`src/rtl/deco_rr_arbiter.sv`:
```
// rtl/deco_rr_arbiter.sv - round-robin arbiter sharing one 2-to-4 decoder among 4 requesters
// Optional forced release after HOLD_MAX grant cycles: define ARB_TIMEOUT_EN.
module deco_rr_arbiter #(
   parameter int HOLD_MAX = 15,
   parameter int CNT_W    = 8
) (
   input  logic       clk,
   input  logic       rst_n,
   input  logic [3:0] req,
   input  logic [3:0] done,
   output logic [1:0] sel,
   output logic       en,
   output logic [3:0] gnt,
   output logic       busy,
   output logic       timeout
);

   typedef enum logic [1:0] {IDLE, GRANT, GAP} state_t;

   state_t     state, state_nx;
   logic [1:0] last, last_nx;
   logic [1:0] sel_nx;
   logic       en_nx;
   logic [3:0] gnt_nx;
   logic       busy_nx;
   logic       found;
   logic [1:0] winner;
   logic [1:0] idx;
   logic       release_req;
   logic       force_rel;

   // Pointer scan: (last+1) upward with wrap, so the previous owner comes last.
   always_comb begin
      found  = 1'b0;
      winner = last;
      idx    = last;
      for (int i = 1; i <= 4; i++) begin
         idx = last + 2'(i);
         if (!found && req[idx]) begin
            found  = 1'b1;
            winner = idx;
         end
      end
   end

   assign release_req = done[sel] | ~req[sel];

`ifdef ARB_TIMEOUT_EN
   logic [CNT_W-1:0] cnt, cnt_nx;
   logic             timeout_q, timeout_nx;

   assign force_rel = (cnt == CNT_W'(HOLD_MAX - 1));
   assign timeout   = timeout_q;

   always_comb begin
      cnt_nx     = cnt;
      timeout_nx = 1'b0;
      if (state != GRANT && state_nx == GRANT) begin
         cnt_nx = '0;
      end else if (state == GRANT && state_nx == GRANT) begin
         cnt_nx = (cnt != {CNT_W{1'b1}}) ? cnt + 1'b1 : cnt;
      end
      if (state == GRANT && !release_req && force_rel) begin
         timeout_nx = 1'b1;
      end
   end

   always_ff @(posedge clk or negedge rst_n) begin
      if (!rst_n) begin
         cnt       <= '0;
         timeout_q <= 1'b0;
      end else begin
         cnt       <= cnt_nx;
         timeout_q <= timeout_nx;
      end
   end
`else
   logic unused_cfg;

   assign force_rel  = 1'b0;
   assign timeout    = 1'b0;
   assign unused_cfg = (HOLD_MAX > 0) ^ (CNT_W > 0);
`endif

   always_ff @(posedge clk or negedge rst_n) begin
      if (!rst_n) begin
         state <= IDLE;
         last  <= 2'd3;
         sel   <= 2'd0;
         en    <= 1'b0;
         gnt   <= 4'b0000;
         busy  <= 1'b0;
      end else begin
         state <= state_nx;
         last  <= last_nx;
         sel   <= sel_nx;
         en    <= en_nx;
         gnt   <= gnt_nx;
         busy  <= busy_nx;
      end
   end

   always_comb begin
      state_nx = state;
      case (state)
         IDLE, GAP: state_nx = found ? GRANT : IDLE;
         GRANT:     state_nx = (release_req || force_rel) ? GAP : GRANT;
         default:   state_nx = IDLE;
      endcase
   end

   // Registered outputs are loaded with their next-cycle values.
   always_comb begin
      sel_nx  = sel;
      last_nx = last;
      en_nx   = 1'b0;
      gnt_nx  = 4'b0000;
      busy_nx = (state_nx != IDLE);
      if (state_nx == GRANT) begin
         en_nx = 1'b1;
         if (state != GRANT) begin
            sel_nx  = winner;
            last_nx = winner;
            gnt_nx  = 4'b0001 << winner;
         end else begin
            gnt_nx  = gnt;
         end
      end
   end

endmodule

```
`config.mk`:
```
export PLATFORM = sky130hd
export DESIGN_NAME = deco_rr_arbiter
export DESIGN_NICKNAME = d
export VERILOG_FILES = /design/src/rtl/deco_rr_arbiter.sv
export SDC_FILE = /design/constraint.sdc
export NUM_CORES = 1
export LEC_CHECK = 0
export BUFFER_PORTS_ARGS = -buffer_cell sky130_fd_sc_hd__buf_2
export CAP_MARGIN = 0
export CORE_MARGIN = 4
export CORE_UTILIZATION = 30
export DETAILED_ROUTE_END_ITERATION = 12
export GPL_ROUTABILITY_DRIVEN = 1
export GPL_TIMING_DRIVEN = 0
export SYNTH_ARGS = -nofsm -noshare
export SYNTH_HDL_FRONTEND = slang
export SYNTH_SLANG_ARGS = --single-unit
```
`constraint.sdc`:
```
create_clock -name clk -period 2 [get_ports clk]
set_input_delay 0.6 -clock clk [delete_from_list [all_inputs] [get_ports clk]]
set_output_delay 0.6 -clock clk [all_outputs]
set_load 0.005 [all_outputs]
```
==> results.py <==
metrics = {
    "route": {
        "routed_wl_microns": 1187,
        "vias_per_cell": 4.854,
        "wire_per_inst_microns": 12.36,
        "first_pass_iters": 4,
        "drtIter0Drc": 3,
        "ant_nets": 0,
        "drc": 0,
        "vias": 466,
    },
    "logic_synthesis": {
        "syn_area_sq_um": 571.8,
        "synthXorXnorAreaFrac_pct": 0,
        "synth_top_family_by_area": "simple AND/OR/NAND/NOR gates",
        "synth-seq-area-share_pct": 52.95,
        "yosysWarnings": 0,
        "ys.flop_type": "dfrtp_1",
        "syn_inst": 50,
        "ys_ff_latch": 12,
        "synth_cell_types": 25,
        "synthAdderAreaFrac_pct": 0,
        "yosys-mux-area-fraction_pct": 3.939,
        "avgSynthCellArea_sq_um": 11.44,
        "ys_async_sr_fraction_pct": 100.0,
        "yosys.area_share.simple_pct": 24.95,
        "synth-edff-count": 0,
        "synth_compound_area_share_pct": 16.19,
        "synth_nets": 60,
    },
    "run": {
        "cap_violations": 0,
    },
    "timing": {
        "fin_skew_ns": 0.001818,
        "max_freq_ghz": 0.5832,
        "setup_slack_ns": 0.2854,
        "rsz0062_at_grt": "no",
        "slew_headroom_pct": 63.15,
        "finalSetupTns_ns": 0,
        "hold_viol": 0,
        "min_period_ns": 1.715,
        "slew_violations": 0,
        "setup_viol": 0,
        "hold-worst-slack_ns": 0.1958,
        "worst_pin_slew_ns": 0.5507,
        "timing.final.crit_share_pct": 85.73,
    },
    "global_routing": {
        "grt_usage_pct": 10.15,
        "grt_pass1_vias": 457,
        "antenna_found_initial": 0,
        "grt_pass1_wl_microns": 2014,
        "grt_max_degree": 13,
        "grt-ovfl-total": 0,
    },
    "min_path": {
        "hold_path_class": "in -> async",
    },
    "worst_setup_path": {
        "rrSetupSlack_ns": 0.29,
        "crit_slowest_cell": "or4_1",
        "slowest_delay_ns": 0.58,
        "cp-start-kind": "register",
        "ff2ff_path_depth": 4,
        "worstPathRequired_ns": 2.16,
        "cp_top_family": "simple AND/OR/NAND/NOR gates",
        "rr_endpoint": "en$_DFF_PN0_",
        "path_buf_inv": 0,
        "cp.arrival_ns": 1.87,
        "crit_fanout": 6,
        "path_cells": "and4b_1 > or4_1 > nor2b_4 > or2_1",
        "r2r-start": "sel[0]$_DFFE_PN0P_",
        "critPathKind": "reg -> reg",
        "endpoint_kind": "register",
    },
    "power": {
        "p_leak_nw": 0.3310,
        "p_per_area_nw_per_um2": 1425,
        "total_power_mw": 1.018,
        "ir_drop_mv": 0.6150,
    },
    "floorplan": {
        "core_area_sq_um": 1764,
        "std_cell_rows": 15,
        "chipWidth_microns": 51.66,
        "dieArea_sq_um": 2668,
        "initial_core_util_pct": 32.41,
        "die_h_microns": 51.66,
        "ios": 19,
    },
    "clock_network": {
        "clock_path_buffers": 2,
        "cts_root_buf": "clkbuf_4",
        "clkTransAtPathRegs_ns": 0.07,
        "post_cts_resized": 0,
        "cts-buffers-inserted": 3,
        "cts_sinks": 12,
        "cts-hold-fix-buffers": 0,
        "clock_latency_ns": 0.27,
        "cts_max_level": 1,
        "post_cts_buffers": 0,
        "cts_tree": "yes",
    },
    "placed_design": {
        "place_hpwl_microns": 885.2,
        "pre_cts_ws_ns": 0.02260,
        "io_buffers": 17,
        "gp_congestion": 0.7517,
    },
    "layout": {
        "syn_to_final_growth_pct": 24.95,
        "drive_gt1_share_pct": 33.80,
        "diodes": 0,
        "fin_nets": 82,
    },
    "status": {
        "status": "finished clean",
    },
}
## cell usage after synthesis, types with 2 or more instances
cell / number / share of area [%]
dfrtp_1: 10 / 44
nor2_1: 4 / 2.6
o21ai_1: 4 / 3.5
nand2b_1: 3 / 3.3
o21a_1: 3 / 3.9
a32o_1: 2 / 3.5
dfstp_2: 2 / 9.2
mux2_1: 2 / 3.9
nor2b_1: 2 / 2.2
o2bb2ai_1: 2 / 3.1
or2_1: 2 / 2.2
## layout make-up
| type | instances | area (sq um) |
|---|---|---|
| fill | 190 | 1050 |
| timing repair buffer | 17 | 85.08 |
| clock buffer | 4 | 26.28 |
| buffer | 1 | 7.507 |
| multi-input combinational | 37 | 261.5 |
| sequential | 12 | 302.8 |
| tap | 25 | 31.28 |
## registers in the layout, indices dropped and copies added (netlist names)
register,cells
en,1
last,2
busy,1
sel,2
gnt,4
state,2
## layout by cell type (no fill, tap or decap), types with 2 or more instances in the layout
cell type / instances
o21ai_1: 4
mux2_1: 2
buf_2: 17
or2_1: 2
dfrtp_1: 10
a32o_1: 2
clkbuf_4: 3
dfstp_2: 2
nand2b_1: 3
nor2b_1: 2
o21a_1: 3
o2bb2ai_1: 2
nor2_1: 4
## cell families (layout without fill, tap and decap cells)
logic type / count (synthesis) / in the layout
other cells: 1 / 1
compound gates: 13 / 13
simple gates: 21 / 21
flops: 12 / 12
buf+inv: 1 / 22
mux: 2 / 2
## where the power goes
| group | switching [mW] | internal, mW |
|---|---|---|
| logic | 0.202 | 0.202 |
| clock network | 0.0771 | 0.0771 |
| registers | 0.0832 | 0.377 |
| total | 0.362 | 0.656 |
## worst register-to-register path, delay by kind of cell, from the launching register on
| family | cells | cell delay [ns] |
|---|---|---|
| and+or+nand+nor | 4 | 1.18 |
| DFF | 1 | 0.43 |
## metrics by stage
step	utilization [%]	area (sq um)	instances
3_3_place_gp	39.01	688.2	92
5_1_grt	40.50	714.4	96
3_5_place_dp	39.01	688.2	92
6_report	40.50	714.4	96
2_1_floorplan	-	571.8	50
4_1_cts	40.50	714.4	96
## routing by layer
metal	vias to the layer above	GRT usage, %	share of wire (%)
li1	229	-	-
met1	220	14.80	52
met2	15	13.14	40
met3	2	2.292	7.0
met4	0	6.550	0.76
met5	-	0	0
## worst max-delay path by stage
| stage | startpoint | to | slack (ns) | cells past startpoint |
|---|---|---|---|---|
| floorplan | done[3] | en$_DFF_PN0_ | 0.24 | 4 |
| global placement | req[3] | en$_DFF_PN0_ | 0.03 | 5 |
| detailed placement | req[3] | en$_DFF_PN0_ | 0.02 | 5 |
| CTS | sel[0]$_DFFE_PN0P_ | en$_DFF_PN0_ | 0.28 | 4 |
| global route | sel[0]$_DFFE_PN0P_ | en$_DFF_PN0_ | 0.22 | 4 |
| finish | sel[0]$_DFFE_PN0P_ | en$_DFF_PN0_ | 0.29 | 4 |
Note: power is estimated with default switching activity, not from simulation.
